**config.mk**
```make
export PLATFORM = sky130hd
export DESIGN_NAME = apb_cmd_arbiter
export DESIGN_NICKNAME = d
export VERILOG_FILES = /design/src/rtl/timer_apb_pkg.sv /design/src/rtl/apb_cmd_arbiter_rr_arbiter.sv /design/src/rtl/apb_cmd_arbiter.sv
export SDC_FILE = /design/constraint.sdc
export NUM_CORES = 1
export LEC_CHECK = 0
export CAP_MARGIN = 20
export CORE_MARGIN = 4
export CORE_UTILIZATION = 42
export CTS_CLUSTER_DIAMETER = 150
export CTS_CLUSTER_SIZE = 8
export DETAILED_ROUTE_END_ITERATION = 7
export PLACE_DENSITY = 0.95
export SYNTH_ARGS = -nofsm -noshare
export SYNTH_HDL_FRONTEND = slang
export SYNTH_SLANG_ARGS = --single-unit
```
**constraint.sdc**
```tcl
create_clock -name cpu_clk -period 3.53 [get_ports cpu_clk]
set_input_delay 0.706 -clock cpu_clk [delete_from_list [all_inputs] [get_ports cpu_clk]]
set_output_delay 0.706 -clock cpu_clk [all_outputs]
set_load 0.01 [all_outputs]
```
**src/rtl/timer_apb_pkg.sv**
```systemverilog
// Shared definitions for the APB command arbiter: FSM encoding, bus widths
// and the value driven on idle data/address lines.
package timer_apb_pkg;

    localparam int APB_AW = 8;
    localparam int APB_DW = 8;

    localparam logic [APB_DW-1:0] RST_DATA = 8'h00;

    typedef enum logic [1:0] {
        ST_IDLE   = 2'd0,
        ST_SETUP  = 2'd1,
        ST_ACCESS = 2'd2
    } apb_state_e;

endpackage

```
**src/rtl/apb_cmd_arbiter_rr_arbiter.sv**
```systemverilog
// Combinational round-robin picker: scans requests starting at i_ptr and
// returns the first hit as both a one-hot grant and a binary index.
module rr_arbiter #(
    parameter int NUM_REQ = 2
) (
    input  logic [NUM_REQ-1:0]         i_req,
    input  logic [$clog2(NUM_REQ)-1:0] i_ptr,
    input  logic                       i_en,
    output logic [NUM_REQ-1:0]         o_grant,
    output logic [$clog2(NUM_REQ)-1:0] o_idx
);

    localparam int IW = $clog2(NUM_REQ);

    logic          w_found;
    logic [IW-1:0] w_j;

    always_comb begin
        // NOTE: every output gets a default before the loop so no path leaves
        // a value held, which would otherwise infer a latch.
        o_grant = '0;
        o_idx   = '0;
        w_found = 1'b0;
        w_j     = '0;
        for (int k = 0; k < NUM_REQ; k++) begin
            w_j = IW'((int'(i_ptr) + k) % NUM_REQ);
            if (i_en && !w_found && i_req[w_j]) begin
                o_grant[w_j] = 1'b1;
                o_idx        = w_j;
                w_found      = 1'b1;
            end
        end
    end

endmodule

```
**src/rtl/apb_cmd_arbiter.sv**
```systemverilog
// APB master shared by NUM_REQ requesters: round-robin arbitration, SETUP /
// ACCESS sequencing, wait-state timeout and response return to the winner.
module apb_cmd_arbiter
    import timer_apb_pkg::*;
#(
    parameter int NUM_REQ     = 2,
    parameter int TIMEOUT_CYC = 16
) (
    input  logic                        cpu_clk,
    input  logic                        cpu_reset,
    input  logic [NUM_REQ-1:0]          req_valid,
    input  logic [NUM_REQ-1:0]          req_write,
    input  logic [APB_AW*NUM_REQ-1:0]   req_addr,
    input  logic [APB_DW*NUM_REQ-1:0]   req_wdata,
    output logic [NUM_REQ-1:0]          req_ack,
    output logic [NUM_REQ-1:0]          rsp_valid,
    output logic [APB_DW-1:0]           rsp_rdata,
    output logic                        rsp_slverr,
    output logic                        timeout_evt,
    output logic                        cpu_sel,
    output logic                        cpu_write,
    output logic                        cpu_enable,
    output logic [APB_AW-1:0]           cpu_address,
    output logic [APB_DW-1:0]           cpu_wdata,
    input  logic [APB_DW-1:0]           cpu_rdata,
    input  logic                        cpu_ready,
    input  logic                        cpu_slverr
);

    localparam int            IW       = $clog2(NUM_REQ);
    localparam int            CW       = $clog2(TIMEOUT_CYC);
    localparam logic [CW-1:0] CNT_LAST = CW'(TIMEOUT_CYC - 1);
    localparam logic [IW-1:0] IDX_LAST = IW'(NUM_REQ - 1);

    apb_state_e   r_state;
    logic [IW-1:0] r_ptr;
    logic [IW-1:0] r_owner;
    logic [CW-1:0] r_cnt;

    logic               w_arb_en;
    logic [NUM_REQ-1:0] w_grant;
    logic [IW-1:0]      w_idx;
    logic [NUM_REQ-1:0] w_owner_hot;
    logic [APB_AW-1:0]  w_addr;
    logic [APB_DW-1:0]  w_wdata;
    logic               w_write;
    logic               w_done;

    // The IDLE cycle carrying a response is skipped for arbitration, giving
    // the one-cycle gap between back-to-back transfers.
    assign w_arb_en    = !cpu_reset && (r_state == ST_IDLE) && (rsp_valid == '0);
    assign req_ack     = w_grant;
    assign w_owner_hot = NUM_REQ'(1) << r_owner;
    assign w_done      = cpu_ready || (r_cnt == CNT_LAST);

    rr_arbiter #(
        .NUM_REQ (NUM_REQ)
    ) u_rr_arbiter (
        .i_req   (req_valid),
        .i_ptr   (r_ptr),
        .i_en    (w_arb_en),
        .o_grant (w_grant),
        .o_idx   (w_idx)
    );

    always_comb begin
        w_addr  = '0;
        w_wdata = '0;
        w_write = 1'b0;
        for (int i = 0; i < NUM_REQ; i++) begin
            if (w_grant[i]) begin
                w_addr  = req_addr[i*APB_AW +: APB_AW];
                w_wdata = req_wdata[i*APB_DW +: APB_DW];
                w_write = req_write[i];
            end
        end
    end

    always_ff @(posedge cpu_clk) begin
        // NOTE: all state here is updated with non-blocking assignments so
        // every register samples the pre-edge values of its neighbours.
        if (cpu_reset) begin
            r_state     <= ST_IDLE;
            r_ptr       <= '0;
            r_owner     <= '0;
            r_cnt       <= '0;
            rsp_valid   <= '0;
            rsp_rdata   <= RST_DATA;
            rsp_slverr  <= 1'b0;
            timeout_evt <= 1'b0;
            cpu_sel     <= 1'b0;
            cpu_write   <= 1'b0;
            cpu_enable  <= 1'b0;
            cpu_address <= RST_DATA;
            cpu_wdata   <= RST_DATA;
        end else begin
            rsp_valid   <= '0;
            rsp_rdata   <= RST_DATA;
            rsp_slverr  <= 1'b0;
            timeout_evt <= 1'b0;
            case (r_state)
                ST_IDLE: begin
                    if (w_grant != '0) begin
                        r_owner     <= w_idx;
                        cpu_sel     <= 1'b1;
                        cpu_enable  <= 1'b0;
                        cpu_write   <= w_write;
                        cpu_address <= w_addr;
                        cpu_wdata   <= w_write ? w_wdata : RST_DATA;
                        r_state     <= ST_SETUP;
                    end
                end
                ST_SETUP: begin
                    cpu_enable <= 1'b1;
                    r_state    <= ST_ACCESS;
                end
                ST_ACCESS: begin
                    if (w_done) begin
                        // A ready slave always wins over a coincident timeout.
                        rsp_valid   <= w_owner_hot;
                        rsp_rdata   <= (cpu_ready && !cpu_write) ? cpu_rdata : RST_DATA;
                        rsp_slverr  <= cpu_ready ? cpu_slverr : 1'b1;
                        timeout_evt <= !cpu_ready;
                        cpu_sel     <= 1'b0;
                        cpu_enable  <= 1'b0;
                        cpu_write   <= 1'b0;
                        cpu_address <= RST_DATA;
                        cpu_wdata   <= RST_DATA;
                        r_cnt       <= '0;
                        r_ptr       <= (r_owner == IDX_LAST) ? '0 : r_owner + IW'(1);
                        r_state     <= ST_IDLE;
                    end else begin
                        r_cnt <= r_cnt + CW'(1);
                    end
                end
                default: r_state <= ST_IDLE;
            endcase
        end
    end

endmodule

```
==> results by stage <==
Finish:
- The net count of the finished layout is 293.
- From synthesis to final layout, the design area changed by 61.2%.
- The ratio of cells with drive above 1 in the final layout is 6.12%.
- Leaving out fill and tap cells, the most frequent cell in the layout is sky130_fd_sc_hd__clkdlybuf4s50_1.
- The top cell types in the final layout, fill and taps aside, are 80 x sky130_fd_sc_hd__clkdlybuf4s50_1, 39 x sky130_fd_sc_hd__dfxtp_1, 13 x sky130_fd_sc_hd__a32oi_1, 10 x sky130_fd_sc_hd__o21ai_1, 10 x sky130_fd_sc_hd__o21ai_0.
- The repair_antennas step left the layout with diodes totalling 0.

Timing:
- Static timing analysis puts the maximum clock frequency at 326 MHz.
- Setup repair after global routing left no endpoint under its margin.
- The worst slew slack as a fraction of its limit is 48.1%.
- The number of failing hold endpoints at the final stage is 0.
- The number of pins exceeding their max-slew limit in the final report came to 0.
- The hold slack is 0.461 ns.
- Counting I/O delays and the setup requirement, the final critical path takes 3.06 ns.
- Adding up every negative setup slack in the final design gives 0 ns.
- Clock skew on the completed layout was measured at 0.00259 ns.
- In the finished design, the share of the clock period the worst path needs comes to 86.8%.
- For the pin with the worst max-slew slack, the measured transition is 0.779 ns.
- Setup violations remaining at the end of the flow were counted as 0.

Worst setup path:
- The worst register-to-register path ends at cpu_wdata[2]$_SDFFE_PP0P_.
- The critical path is of the primary input to primary output type.
- In this run the worst setup path terminates at req_ack[0].
- The sort of element at the end of the critical path is a primary output.
- Data on the critical path arrives at its endpoint at 2.36 ns.
- The kind of start point of the critical path is a primary input.
- For the worst setup path, the data required time is 2.82 ns.
- The worst register-to-register path begins at r_cnt[0]$_SDFFE_PP0N_.
- Of all nets on the critical path, the largest fanout is 5.
- The critical path starts at req_valid[0].
- The reg2reg setup slack is 1.67 ns.
- Measured in cells, the most critical reg-to-reg path has a length of 5.

Power:
- The analysis attributes to net switching a power of 0.268 mW.
- Summed over all cells, the static leakage comes to 0.906 nW.
- The share of power burned in the clock network is 34.3%.
- The maximum resistive drop on vdd is 386 uV.
- Dividing total power by cell area gives a power density of 425 nW/um2.
- The sequential group share of total power is 45.4%.
- The internal power of the cells totals 0.797 mW.
- The switching part of the total power is 25.1%.
- The logic gate share of total power is 20.4%.

Die:
- The row count is 21.
- The die is 68.8 um wide.
- The I/O pin total is 81.
- The die area is 4730 um2.
- The initial utilization of the core area, before any placement, comes to 45.1%.
- From bottom edge to top edge, the die measures 68.8 um.
- The core region is 3440 um2.

Place:
- The number of buffers inserted by port buffering is 80.
- The post-DP HPWL is 3180 um.
- Routability-driven placement finished with a final weighted congestion of 0.764.

Detailed routing:
- The count of unresolved DRC violations after routing is 0.
- The routed wirelength normalized by instance count is 15.1 um.
- In this run the remaining antenna-violating nets after routing total 0.
- The total vias in the final route is 1603.
- The first detailed-routing pass ran for 4 iterations.
- The number of DRC violations after detailed-routing iteration 0 is 103.
- The wire length reported by the detailed router is 4400 um.
- The routed via count divided by cell count is 5.51.

Clock network:
- The total CTS buffers is 5.
- The post-CTS setup repair buffer count is 0.
- The quantity of hold-fixing buffers added after cts is 0.
- Clock-pin slew was measured on the worst setup and hold paths at 0.07 ns.
- Clock tree synthesis selected as its root buffer the cell sky130_fd_sc_hd__clkbuf_8.
- The clock passes through at most 2 buffers.
- CTS built an H-tree with a depth of 2.
- At the later pin of the worst-skew pair, clock insertion delay measures 0.29 ns.
- The number of sinks driven by the clock tree is 39.
- The number of cells upsized or downsized after cts is 0.
- The CTS tree is done.

Min path:
- The min-delay analysis places its worst path in the category flip-flop to flip-flop.

Synth:
- The synthesized instance count is 164.
- The share of synthesized area in the top cell type comes to 50.3%.
- The async set-or-reset flop fraction in the synthesized netlist is 0%.
- The synthesized cell area is 1550 um2.
- Averaged over all synthesized cells, the footprint is 9.46 um2.
- The synthesized design contains 39 register bits.
- The post-synthesis sequential area ratio is 50.3%.
- The number of unique standard cell types used by synthesis is 33.
- Of all cell types, the one taking the most synthesized area is sky130_fd_sc_hd__dfxtp_1.
- In the post-synthesis netlist, the biggest area contributors are sky130_fd_sc_hd__dfxtp_1 50%, sky130_fd_sc_hd__a32oi_1 7.3%, sky130_fd_sc_hd__o32ai_1 5.1%.
- The number of warning messages in the yosys log is 0.
- Synthesis produced a netlist with a net count of 213.
- The most used flip-flop cell after synthesis is sky130_fd_sc_hd__dfxtp_1.
- Yosys mapped a number of flops with a built-in enable equal to 0.

Global route:
- Entering global routing, the biggest net connects 20 pins.
- The global-route wire length before repair is 7040 um.
- The initial antenna violation count is 0.
- The total overflow left after global routing is 0.
- The number of global-route vias before repair came to 1638.
- Across every metal layer, demand over resource in global routing totals 19.5%.

Status:
- The flow ran to the end, and the final reports show no timing, DRC or antenna violations.

Flow run:
- Across the run, the number of max-cap violations was 0.
==> sequential cells by signal, indices dropped and copies added, names as in the netlist <==
name,count
rsp_rdata,8
r_ptr,1
rsp_valid,2
cpu_address,8
cpu_enable,1
rsp_slverr,1
cpu_wdata,8
timeout_evt,1
cpu_sel,1
r_owner,1
r_cnt,4
r_state,2
cpu_write,1
==> metrics by stage <==
| stage | setup WS (ns) | std cells | total power, mW | instance area (um2) | utilization (%) |
|---|---|---|---|---|---|
| after floorplan | 1.26 | 164 | 0.588 | 1550 | - |
| after global placement | 0.525 | 283 | 0.703 | 2390 | 69.4 |
| after detailed placement | 0.481 | 283 | 0.707 | 2390 | 69.4 |
| after CTS | 0.475 | 291 | 1.07 | 2500 | 72.7 |
| after global routing | 0.380 | 291 | 1.11 | 2500 | 72.7 |
| final | 0.467 | 291 | 1.06 | 2500 | 72.7 |
==> cell families (layout without fill, tap and decap cells) <==
family / after synthesis / count (layout) / share of synthesized area [%]
buf+inv: 21 / 102 / 5.97
simple gates: 41 / 41 / 15.1
flops: 39 / 39 / 50.3
compound gates: 61 / 61 / 27.3
xor+xnor: 1 / 1 / 0.565
fa+ha+maj: 1 / 1 / 0.806
==> power by group through the flow <==
| stage | Clock [mW] | Combinational [mW] | Sequential [mW] |
|---|---|---|---|
| 2_1_floorplan | 0 | 0.0865 | 0.501 |
| 3_3_place_gp | 0 | 0.211 | 0.492 |
| 3_5_place_dp | 0 | 0.215 | 0.492 |
| 4_1_cts | 0.372 | 0.217 | 0.483 |
| 5_1_grt | 0.390 | 0.234 | 0.486 |
| 6_report | 0.365 | 0.217 | 0.483 |
==> synth_stat cells (all sizes together), types with 3 or more instances <==
cell	instances
dfxtp	39
o21ai	20
a32oi	13
inv	9
nor2	9
o32ai	9
and2	8
buf	7
o22ai	6
a21oi	5
clkbuf	5
nand2	4
nand4	4
o221ai	4
nand3	3
==> cell type report <==
cell class                 count  area [um2]
inverter                       9        33.8
timing repair buffer          85         838
tap                           46        57.6
clock inverter                 3        43.8
clock buffer                   5        68.8
multi-input combinational    104         678
fill                         262         941
sequential                    39         781
==> layer usage <==
layer  wire length, um  global-route usage (%)  share of wire (%)
met5                 0                       0                  0
met4                38                    6.57               0.86
met3               334                    3.89                7.6
met2              2220                    35.6                 50
met1              1810                    22.5                 41
==> how the worst min path moves through the flow <==
stage / start / end / slack [ns] / cells after the start
after floorplan: r_owner$_SDFFE_PP0P_ / rsp_valid[0]$_SDFF_PP0_ / 0.41 / 1
after global placement: r_owner$_SDFFE_PP0P_ / rsp_valid[0]$_SDFF_PP0_ / 0.42 / 1
after detailed placement: r_owner$_SDFFE_PP0P_ / rsp_valid[0]$_SDFF_PP0_ / 0.43 / 1
after CTS: r_owner$_SDFFE_PP0P_ / rsp_valid[0]$_SDFF_PP0_ / 0.45 / 1
after global routing: r_owner$_SDFFE_PP0P_ / rsp_valid[0]$_SDFF_PP0_ / 0.49 / 1
final: cpu_sel$_SDFFE_PP0P_ / cpu_sel$_SDFFE_PP0P_ / 0.46 / 2
==> critical path, cell delays in order <==
cell and delay, ns:
sky130_fd_sc_hd__clkdlybuf4s50_1 0.51, sky130_fd_sc_hd__a21boi_1 0.22, sky130_fd_sc_hd__nand3_1 0.21, sky130_fd_sc_hd__inv_1 0.14, sky130_fd_sc_hd__clkdlybuf4s50_1 0.57
(Power assumes the default switching activity.)
